## src/rtl/fa_addsub_lod_pkg.sv

```systemverilog
// Shared widths for the significand add/subtract + leading-one stage.
package fa_addsub_lod_pkg;

  localparam int SG_W_DEF = 24;
  localparam int EX_W_DEF = 8;

  // The leading-one position must be able to name every bit of the significand.
  function automatic int lod_cnt_w(input int sg_w);
    return $clog2(sg_w);
  endfunction

  localparam int CNT_W_DEF = lod_cnt_w(SG_W_DEF);

endpackage

```

## src/rtl/fa_lod24.sv

```systemverilog
// Combinational leading-one detector: index of the highest set bit of sum.
module fa_lod24
  import fa_addsub_lod_pkg::*;
#(
  parameter int SG_W  = SG_W_DEF,
  parameter int CNT_W = CNT_W_DEF
) (
  input  logic [SG_W-1:0]  sum,
  output logic [CNT_W-1:0] count,
  output logic             zero
);

  // Scan upward so the highest set bit is the last one to win.
  always_comb begin
    count = '0;
    zero  = 1'b1;
    for (int i = 0; i < SG_W; i++) begin
      if (sum[i]) begin
        count = CNT_W'(i);
        zero  = 1'b0;
      end
    end
  end

endmodule

```

## src/rtl/fa_addsub_lod.sv

```systemverilog
// Two-stage significand add/subtract with leading-one detection for the FP adder.
module fa_addsub_lod
  import fa_addsub_lod_pkg::*;
#(
  parameter int SG_W  = SG_W_DEF,
  parameter int EX_W  = EX_W_DEF,
  parameter int CNT_W = lod_cnt_w(SG_W)
) (
  input  logic             CLK,
  input  logic             RESETn,
  input  logic             in_valid,
  input  logic             sign_a,
  input  logic             sign_b,
  input  logic [SG_W-1:0]  sg_a,
  input  logic [SG_W-1:0]  sg_b,
  input  logic [EX_W-1:0]  ex_in,
  output logic             out_valid,
  output logic             out_sign,
  output logic [EX_W-1:0]  current_ex,
  output logic [SG_W-1:0]  sum,
  output logic             ov,
  output logic [CNT_W-1:0] count,
  output logic             zero
);

  logic [SG_W:0]     r_next;
  logic              sign_next;

  logic [SG_W:0]     s1_r;
  logic              s1_sign;
  logic [EX_W-1:0]   s1_ex;
  logic              s1_valid;

  logic [CNT_W-1:0]  lod_count;
  logic              lod_zero;
  logic [CNT_W-1:0]  count_next;
  logic              zero_next;

  // Magnitude add or subtract; subtraction always takes larger minus smaller
  // so it never carries, and an exact cancel yields +0.
  always_comb begin
    r_next    = '0;
    sign_next = 1'b0;
    if (sign_a == sign_b) begin
      r_next    = {1'b0, sg_a} + {1'b0, sg_b};
      sign_next = sign_a;
    end else if (sg_a > sg_b) begin
      r_next    = {1'b0, sg_a - sg_b};
      sign_next = sign_a;
    end else if (sg_b > sg_a) begin
      r_next    = {1'b0, sg_b - sg_a};
      sign_next = sign_b;
    end
  end

  // Stage 1 registers: raw magnitude result, sign, exponent and valid.
  always_ff @(posedge CLK or negedge RESETn) begin
    if (!RESETn) begin
      s1_r     <= '0;
      s1_sign  <= 1'b0;
      s1_ex    <= '0;
      s1_valid <= 1'b0;
    end else begin
      s1_r     <= r_next;
      s1_sign  <= sign_next;
      s1_ex    <= ex_in;
      s1_valid <= in_valid;
    end
  end

  fa_lod24 #(
    .SG_W  (SG_W),
    .CNT_W (CNT_W)
  ) u_lod (
    .sum   (s1_r[SG_W-1:0]),
    .count (lod_count),
    .zero  (lod_zero)
  );

  // A carry out makes the implied MSB sit above sum, so it dominates the LOD.
  always_comb begin
    count_next = lod_count;
    zero_next  = lod_zero;
    if (s1_r[SG_W]) begin
      count_next = CNT_W'(SG_W - 1);
      zero_next  = 1'b0;
    end
  end

  // Stage 2 registers drive the outputs directly.
  always_ff @(posedge CLK or negedge RESETn) begin
    if (!RESETn) begin
      out_valid  <= 1'b0;
      out_sign   <= 1'b0;
      current_ex <= '0;
      sum        <= '0;
      ov         <= 1'b0;
      count      <= '0;
      zero       <= 1'b0;
    end else begin
      out_valid  <= s1_valid;
      out_sign   <= s1_sign;
      current_ex <= s1_ex;
      sum        <= s1_r[SG_W-1:0];
      ov         <= s1_r[SG_W];
      count      <= count_next;
      zero       <= zero_next;
    end
  end

endmodule

```

## config.mk

```make
export PLATFORM = sky130hd
export DESIGN_NAME = fa_addsub_lod
export DESIGN_NICKNAME = d
export VERILOG_FILES = /design/src/rtl/fa_addsub_lod_pkg.sv /design/src/rtl/fa_lod24.sv /design/src/rtl/fa_addsub_lod.sv
export SDC_FILE = /design/constraint.sdc
export NUM_CORES = 1
export LEC_CHECK = 0
export ABC_AREA = 1
export BUFFER_PORTS_ARGS = -buffer_cell sky130_fd_sc_hd__buf_4
export CAP_MARGIN = 10
export CORE_UTILIZATION = 59
export DETAILED_ROUTE_END_ITERATION = 12
export PLACE_DENSITY_LB_ADDON = 0.2
export SLEW_MARGIN = 0
export SYNTH_ARGS = -nofsm -noshare
export SYNTH_HDL_FRONTEND = slang
export SYNTH_SLANG_ARGS = --single-unit
```

## constraint.sdc

```tcl
create_clock -name CLK -period 1.7 [get_ports CLK]
set_input_delay 0.34 -clock CLK [delete_from_list [all_inputs] [get_ports CLK]]
set_output_delay 0.34 -clock CLK [all_outputs]
set_load 0.005 [all_outputs]
```

==> impl_summary.txt, run 1 <==
----------------------------------------------------
[Run status]
  Run status ... did not finish
  Failing step ... global routing (5_1_grt)
  First logged error message ... [ERROR GRT-0116] Global routing finished with congestion. Check the congestion regions in the DRC Viewer.

[Clocking]
  Clock root cell ... clkbuf_16
  H-tree levels ... 3
  Clock buffer count from CTS ... 9
  Number of clock sinks ... 76
  Number of buffers on the longest clock path ... 2

[GRT]
  GR Util All Layers ... 0.752
  Number of global-route vias before repair ... 10992
  Global route total overflow ... 30
  Maximum number of pins on one net before global-route repair ... 35
  Wire length of the first global-routing pass ... 65400 um

[Synthesis]
  Synthesized instance count ... 888
  Share of the yosys chip area belonging to registers ... 0.284
  Dominant cell type by area after synthesis ... dfrtp_1
  Total number of yosys warnings ... 0
  Commonest cells post-synth ... nand2_1, inv_1, a21oi_1
  Number of synthesized register bits ... 76
  Number of distinct library cells after synthesis ... 59
  Library cell with the highest instance count after synthesis ... nand2_1
  Mapped Avg Cell Area ... 7.54 sq um
  Number of nets produced by synthesis ... 1024
  Number of flops mapped to enable cells by yosys ... 0
  Share of the synthesized area in the top cell type ... 0.284
  Top area cells in the synthesized netlist ... dfrtp_1, ha_1, nand2_1, inv_1, a21oi_1
  Commonest register cell after synthesis ... dfrtp_1
  FFs w/ async S/R, synth ... 1.00
  Post-synthesis instance area ... 0.00669 sq mm

[Placement]
  Detailed placer's ending HPWL ... 19400 um
  Standard cell area after detailed placement ... 0.00948 sq mm
  Number of buffers added on ports ... 101
  Pre-CTS setup slack ... -0.959 ns
  Final GP Congestion ... 1.01

[Floorplan]
  Die Width ... 109 um
  Initial cell density of the core ... 0.612
  Chip height ... 109 um
  Number of rows created at floorplan ... 38
  Number of top-level pins ... 102

----------------------------------------------------
## layer usage
metal / track usage / overflow
met1: 0.750 / 1
met2: 0.918 / 6
met3: 0.599 / 2
met4: 0.762 / 21
met5: 0.241 / 0
## what timing repair did
item,CTS
endpoints found under the hold margin,32
buffers inserted,20
endpoints found under the setup margin,28
gates resized for setup,149
hold buffers,1
cloned,5
pin swaps,36
## metrics by stage
| stage | instances | hold slack, ns | util |
|---|---|---|---|
| after floorplan | 888 | 0.0444 | - |
| after global placement | 1334 | 0.293 | 0.867 |
| after detailed placement | 1334 | 0.304 | 0.867 |
| after CTS | 1376 | 0.119 | 0.974 |
## kinds of logic after synthesis
| family | count (synthesis) | share of synthesized area |
|---|---|---|
| flops | 76 | 0.284 |
| fa+ha+maj | 75 | 0.144 |
| compound gates | 226 | 0.205 |
| simple gates | 284 | 0.190 |
| xor+xnor | 41 | 0.0537 |
| buf+inv | 186 | 0.124 |
==> inputs of run 2 (changes only) <==
--- a/config.mk
+++ b/config.mk
@@ -8,9 +8,9 @@
 export ABC_AREA = 1
 export BUFFER_PORTS_ARGS = -buffer_cell sky130_fd_sc_hd__buf_4
 export CAP_MARGIN = 10
-export CORE_UTILIZATION = 59
+export CORE_UTILIZATION = 40
 export DETAILED_ROUTE_END_ITERATION = 12
-export PLACE_DENSITY_LB_ADDON = 0.2
+export PLACE_DENSITY_LB_ADDON = 0.15
 export SLEW_MARGIN = 0
 export SYNTH_ARGS = -nofsm -noshare
 export SYNTH_HDL_FRONTEND = slang
==> run 2 against run 1 <==
Compared with the run above:
- the flow now finishes, with violations (setup timing)
- synthesized cell count stayed put
- area after synthesis stayed put
==> impl_summary.txt, run 2 <==
----------------------------------------------------
[Run status]
  Run status ... finished, violations left
  Failing checks ... setup timing

[Floorplan]
  Number of rows created at floorplan ... 46 (+21%)
  Number of top-level pins ... 102 (unchanged)
  Chip height ... 131 um (+21%)
  Area of the die ... 0.0173 sq mm
  Area of the core ... 0.0161 sq mm
  Die Width ... 131 um (+21%)
  Initial cell density of the core ... 0.415 (-0.197)

[Worst setup path]
  Worst path arrival time ... 2.37 ns
  Critical register-to-register path startpoint ... s1_r[3]
  Crit path launch type ... input pin
  Largest driver fanout on the critical path ... 5
  Reg-to-Reg End ... count[0]
  Cell-by-cell trace of the critical path ... buf_8 -> inv_4 -> ha_4 -> a21oi_4 -> o21ai_4 -> a21oi_4 -> buf_6 -> o21ai_4 -> nand2_2 -> nand4_4 -> buf_12 -> nor2_8 -> buf_12 -> clkinv_8 -> o22ai_2 -> nand2_1 -> nand2_2
  Data required, critical path ... 1.96 ns
  Cell family with the largest share of critical-path delay ... buffers and inverters
  Sort of element at the end of the critical path ... flop
  Register-to-register setup slack ... 0.04 ns
  Stage delay of the slowest cell on the critical path ... 0.26 ns
  Depth of the worst register-to-register path ... 22
  Cell with the biggest individual delay on the critical path ... ha_4
  Crit path buffers/inverters ... 6
  Kind of critical path ... input pin to flop

[Timing]
  Number of pins exceeding their max-slew limit in the final report ... 0
  Fin crit share ... 1.24
  Setup repair after global routing missed its margin ... true
  Smallest setup slack after layout ... -0.414 ns
  Max transition margin ... 0.700
  F_max ... 473 MHz
  Number of setup violations in the final report ... 26
  Maximum clock skew at final layout ... 0.00521 ns
  Slew at the pin closest to its max-slew limit ... 0.448 ns
  Final min period ... 2.11 ns
  Total count of hold-check failures in the final report ... 0

[Finish]
  Share of post-route cells with drive strength above 1 ... 0.477
  Number of filler instances in the final layout ... 1389
  Antenna cells ... 0
  Fraction of the core area covered by cells at the end of the flow ... 0.683
  Number of flip-flops under the largest register name ... 25
  Largest register by flop count ... s1_r
  Commonest non-fill, non-tap cell in the layout ... buf_4
  Leading registers by flop count ... s1_r: 25 flops, sum: 24 flops
  Top library cells by usage in the layout, fill and taps aside ... buf_4, nand2_1, inv_1
  Final #Nets ... 1372
  Synth-to-layout area growth ... 64.4%

[Clocking]
  Number of clock sinks ... 76 (unchanged)
  Clock tree from TritonCTS ... built
  Number of buffers on the longest clock path ... 2 (unchanged)
  Clock buffer count from CTS ... 9 (unchanged)
  Insertion delay to the later sink of the worst-skew pair ... 0.32 ns
  Clock transition at the registers of the reported paths ... 0.06 ns
  Clock root cell ... clkbuf_16
  H-tree levels ... 3 (unchanged)

[Synthesis]
  Commonest register cell after synthesis ... dfrtp_1
  Compound-cell area share of the yosys netlist ... 0.205 (unchanged)
  FFs w/ async S/R, synth ... 1.00 (unchanged)
  Dominant cell type by area after synthesis ... dfrtp_1
  Number of distinct library cells after synthesis ... 59 (unchanged)
  Post-Synth Adder-Cell Area ... 0.144 (unchanged)
  Mapped Avg Cell Area ... 7.54 sq um (unchanged)
  Combinational family with the most area after synthesis ... compound AO/OA/AOI/OAI gates
  Library cell with the highest instance count after synthesis ... nand2_1
  Commonest cells post-synth ... nand2_1, inv_1, a21oi_1
  Total number of yosys warnings ... 0 (unchanged)
  Share of the synthesized area in the top cell type ... 0.284 (unchanged)
  Basic-gate share of the synthesized area counting and, or, nand and nor cells ... 0.190 (unchanged)
  Xor and xnor fraction of the mapped netlist area ... 0.0537 (unchanged)
  Top area cells in the synthesized netlist ... dfrtp_1, ha_1, nand2_1, inv_1, a21oi_1
  Share of the yosys chip area belonging to registers ... 0.284 (unchanged)
  Number of nets produced by synthesis ... 1024 (unchanged)
  Number of flops mapped to enable cells by yosys ... 0 (unchanged)
  Post-synthesis instance area ... 0.00669 sq mm (unchanged)
  Synthesized instance count ... 888 (unchanged)
  Number of synthesized register bits ... 76 (unchanged)
  Share of cell area taken by muxes after synthesis ... 0 (unchanged)

[Routing]
  Post-detailed-route count of antenna-violating nets ... 0
  Routed wire length ... 21800 um
  Detail-routed net length per standard cell ... 14.9 um
  Detailed-routing iteration count for the pre-antenna-repair pass ... 5
  DRC violation total after the first TritonRoute iteration ... 328
  Routed vias/inst ... 4.78
  Vias after detailed routing ... 6968
  DRC viols ... 0

[GRT]
  Number of antenna violations at the first check in global routing ... 0
  Wire length of the first global-routing pass ... 34300 um
  Global route total overflow ... 0
  Number of global-route vias before repair ... 6644
  GR Util All Layers ... 0.252
  Maximum number of pins on one net before global-route repair ... 29

[Placement]
  Detailed placer's ending HPWL ... 17500 um (-9.7%)
  Pre-CTS setup slack ... -0.951 ns (+0.00719 ns)
  Final GP Congestion ... 0.952 (-5.6%)
  Number of buffers added on ports ... 101 (unchanged)

[Worst hold path]
  Worst Hold Class ... input pin to flop
  Launch instance of the worst min-delay path ... ex_in[2]
  Hold Path Depth ... 1
  Destination of the worst hold path ... s1_ex[2]

[Pwr]
  Worst IR drop on VDD ... 0.647 mV
  Cell area power density ... 739 mW/mm^2
  Leakage component of the power ... 5.54 nW

[Flow run]
  Max Cap Violations ... 0

----------------------------------------------------
==> run 2: cell counts after synthesis <==
No cell type changed its count.
==> run 2: logic make-up (layout without fill, tap and decap cells) <==
group                    count (synthesis)  count (layout)
adder cells (fa/ha/maj)                 75              75
flip-flops                              76              76
AND/OR/NAND/NOR                        284             284
AO/OA/AOI/OAI                          226             226
buffers and inverters                  186             539
XOR/XNOR                                41              41
==> run 2: per-stage QoR <==
| stage | instances | total power [W] | TNS, ns | cell area (sq um) | hold slack, ns |
|---|---|---|---|---|---|
| 6_report | 1457 | 0.00813 | -8.98 | 11000 | 0.120 |
| 5_1_grt | 1457 | 0.00860 | -11.67 | 11000 | 0.110 |
| 4_1_cts | 1439 | 0.00790 | -8.09 | 10600 | 0.108 |
| 3_5_place_dp | 1407 | 0.00567 | -21.01 | 9600 | 0.276 |
| 3_3_place_gp | 1407 | 0.00564 | -20.86 | 9600 | 0.273 |
| 2_1_floorplan | 888 | 0.00405 | -8.62 | 7030 | 0.0444 |
==> run 2: worst max-delay path by stage <==
stage                   from        to  slack, ns  cells past startpoint
floorplan            sg_a[0]  s1_r[18]      -0.44                     12
global placement    sg_b[11]  s1_r[23]      -0.97                     14
CTS                  sg_b[0]  s1_r[13]      -0.40                     16
global route        sg_a[19]  s1_r[22]      -0.51                     16
detailed placement  sg_b[11]  s1_r[23]      -0.95                     14
finish               sg_a[5]   s1_r[6]      -0.41                     17
==> run 2: final cells by class <==
cell class	count	area, sq um	area share
Inverter	158	646	0.0587
Timing Repair Buffer	363	3010	0.273
Tap cell	216	270	0.0246
Timing Repair inverter	2	27.5	0.00250
Clock inverter	5	60.1	0.00546
Sequential cell	76	1900	0.173
Multi-Input combinational cell	626	4830	0.439
Clock buffer	11	253	0.0230
==> run 2: timing repair <==
item / 4_1_cts / 5_1_grt
hold buffers: 1 / 0
setup endpoints to repair: 26 / 27
endpoints found under the hold margin: 25 / 0
setup buffers: 13 / 18
resized for setup: 130 / 70
gates cloned: 2 / 1
pin swaps: 35 / 34
==> run 2: report_power, final <==
group	internal, W	leakage, nW	switching (W)	total (W)
Combinational	0.00194	4.48	0.00201	0.00394
Clock	0.00122	0.152	0.000682	0.00190
Sequential	0.00212	0.912	0.000159	0.00228
Total	0.00528	5.54	0.00285	0.00813
==> run 2: per-layer routing <==
layer	vias up	track usage	part of all wire	routed length (um)
met2	205	0.403	0.45	9800
met1	3189	0.368	0.49	10600
met5	-	0	0	0
met4	0	0.0575	0.012	261
li1	3554	-	-	-
met3	20	0.0181	0.049	1060
No activity file was read; power rests on OpenSTA's default activity.
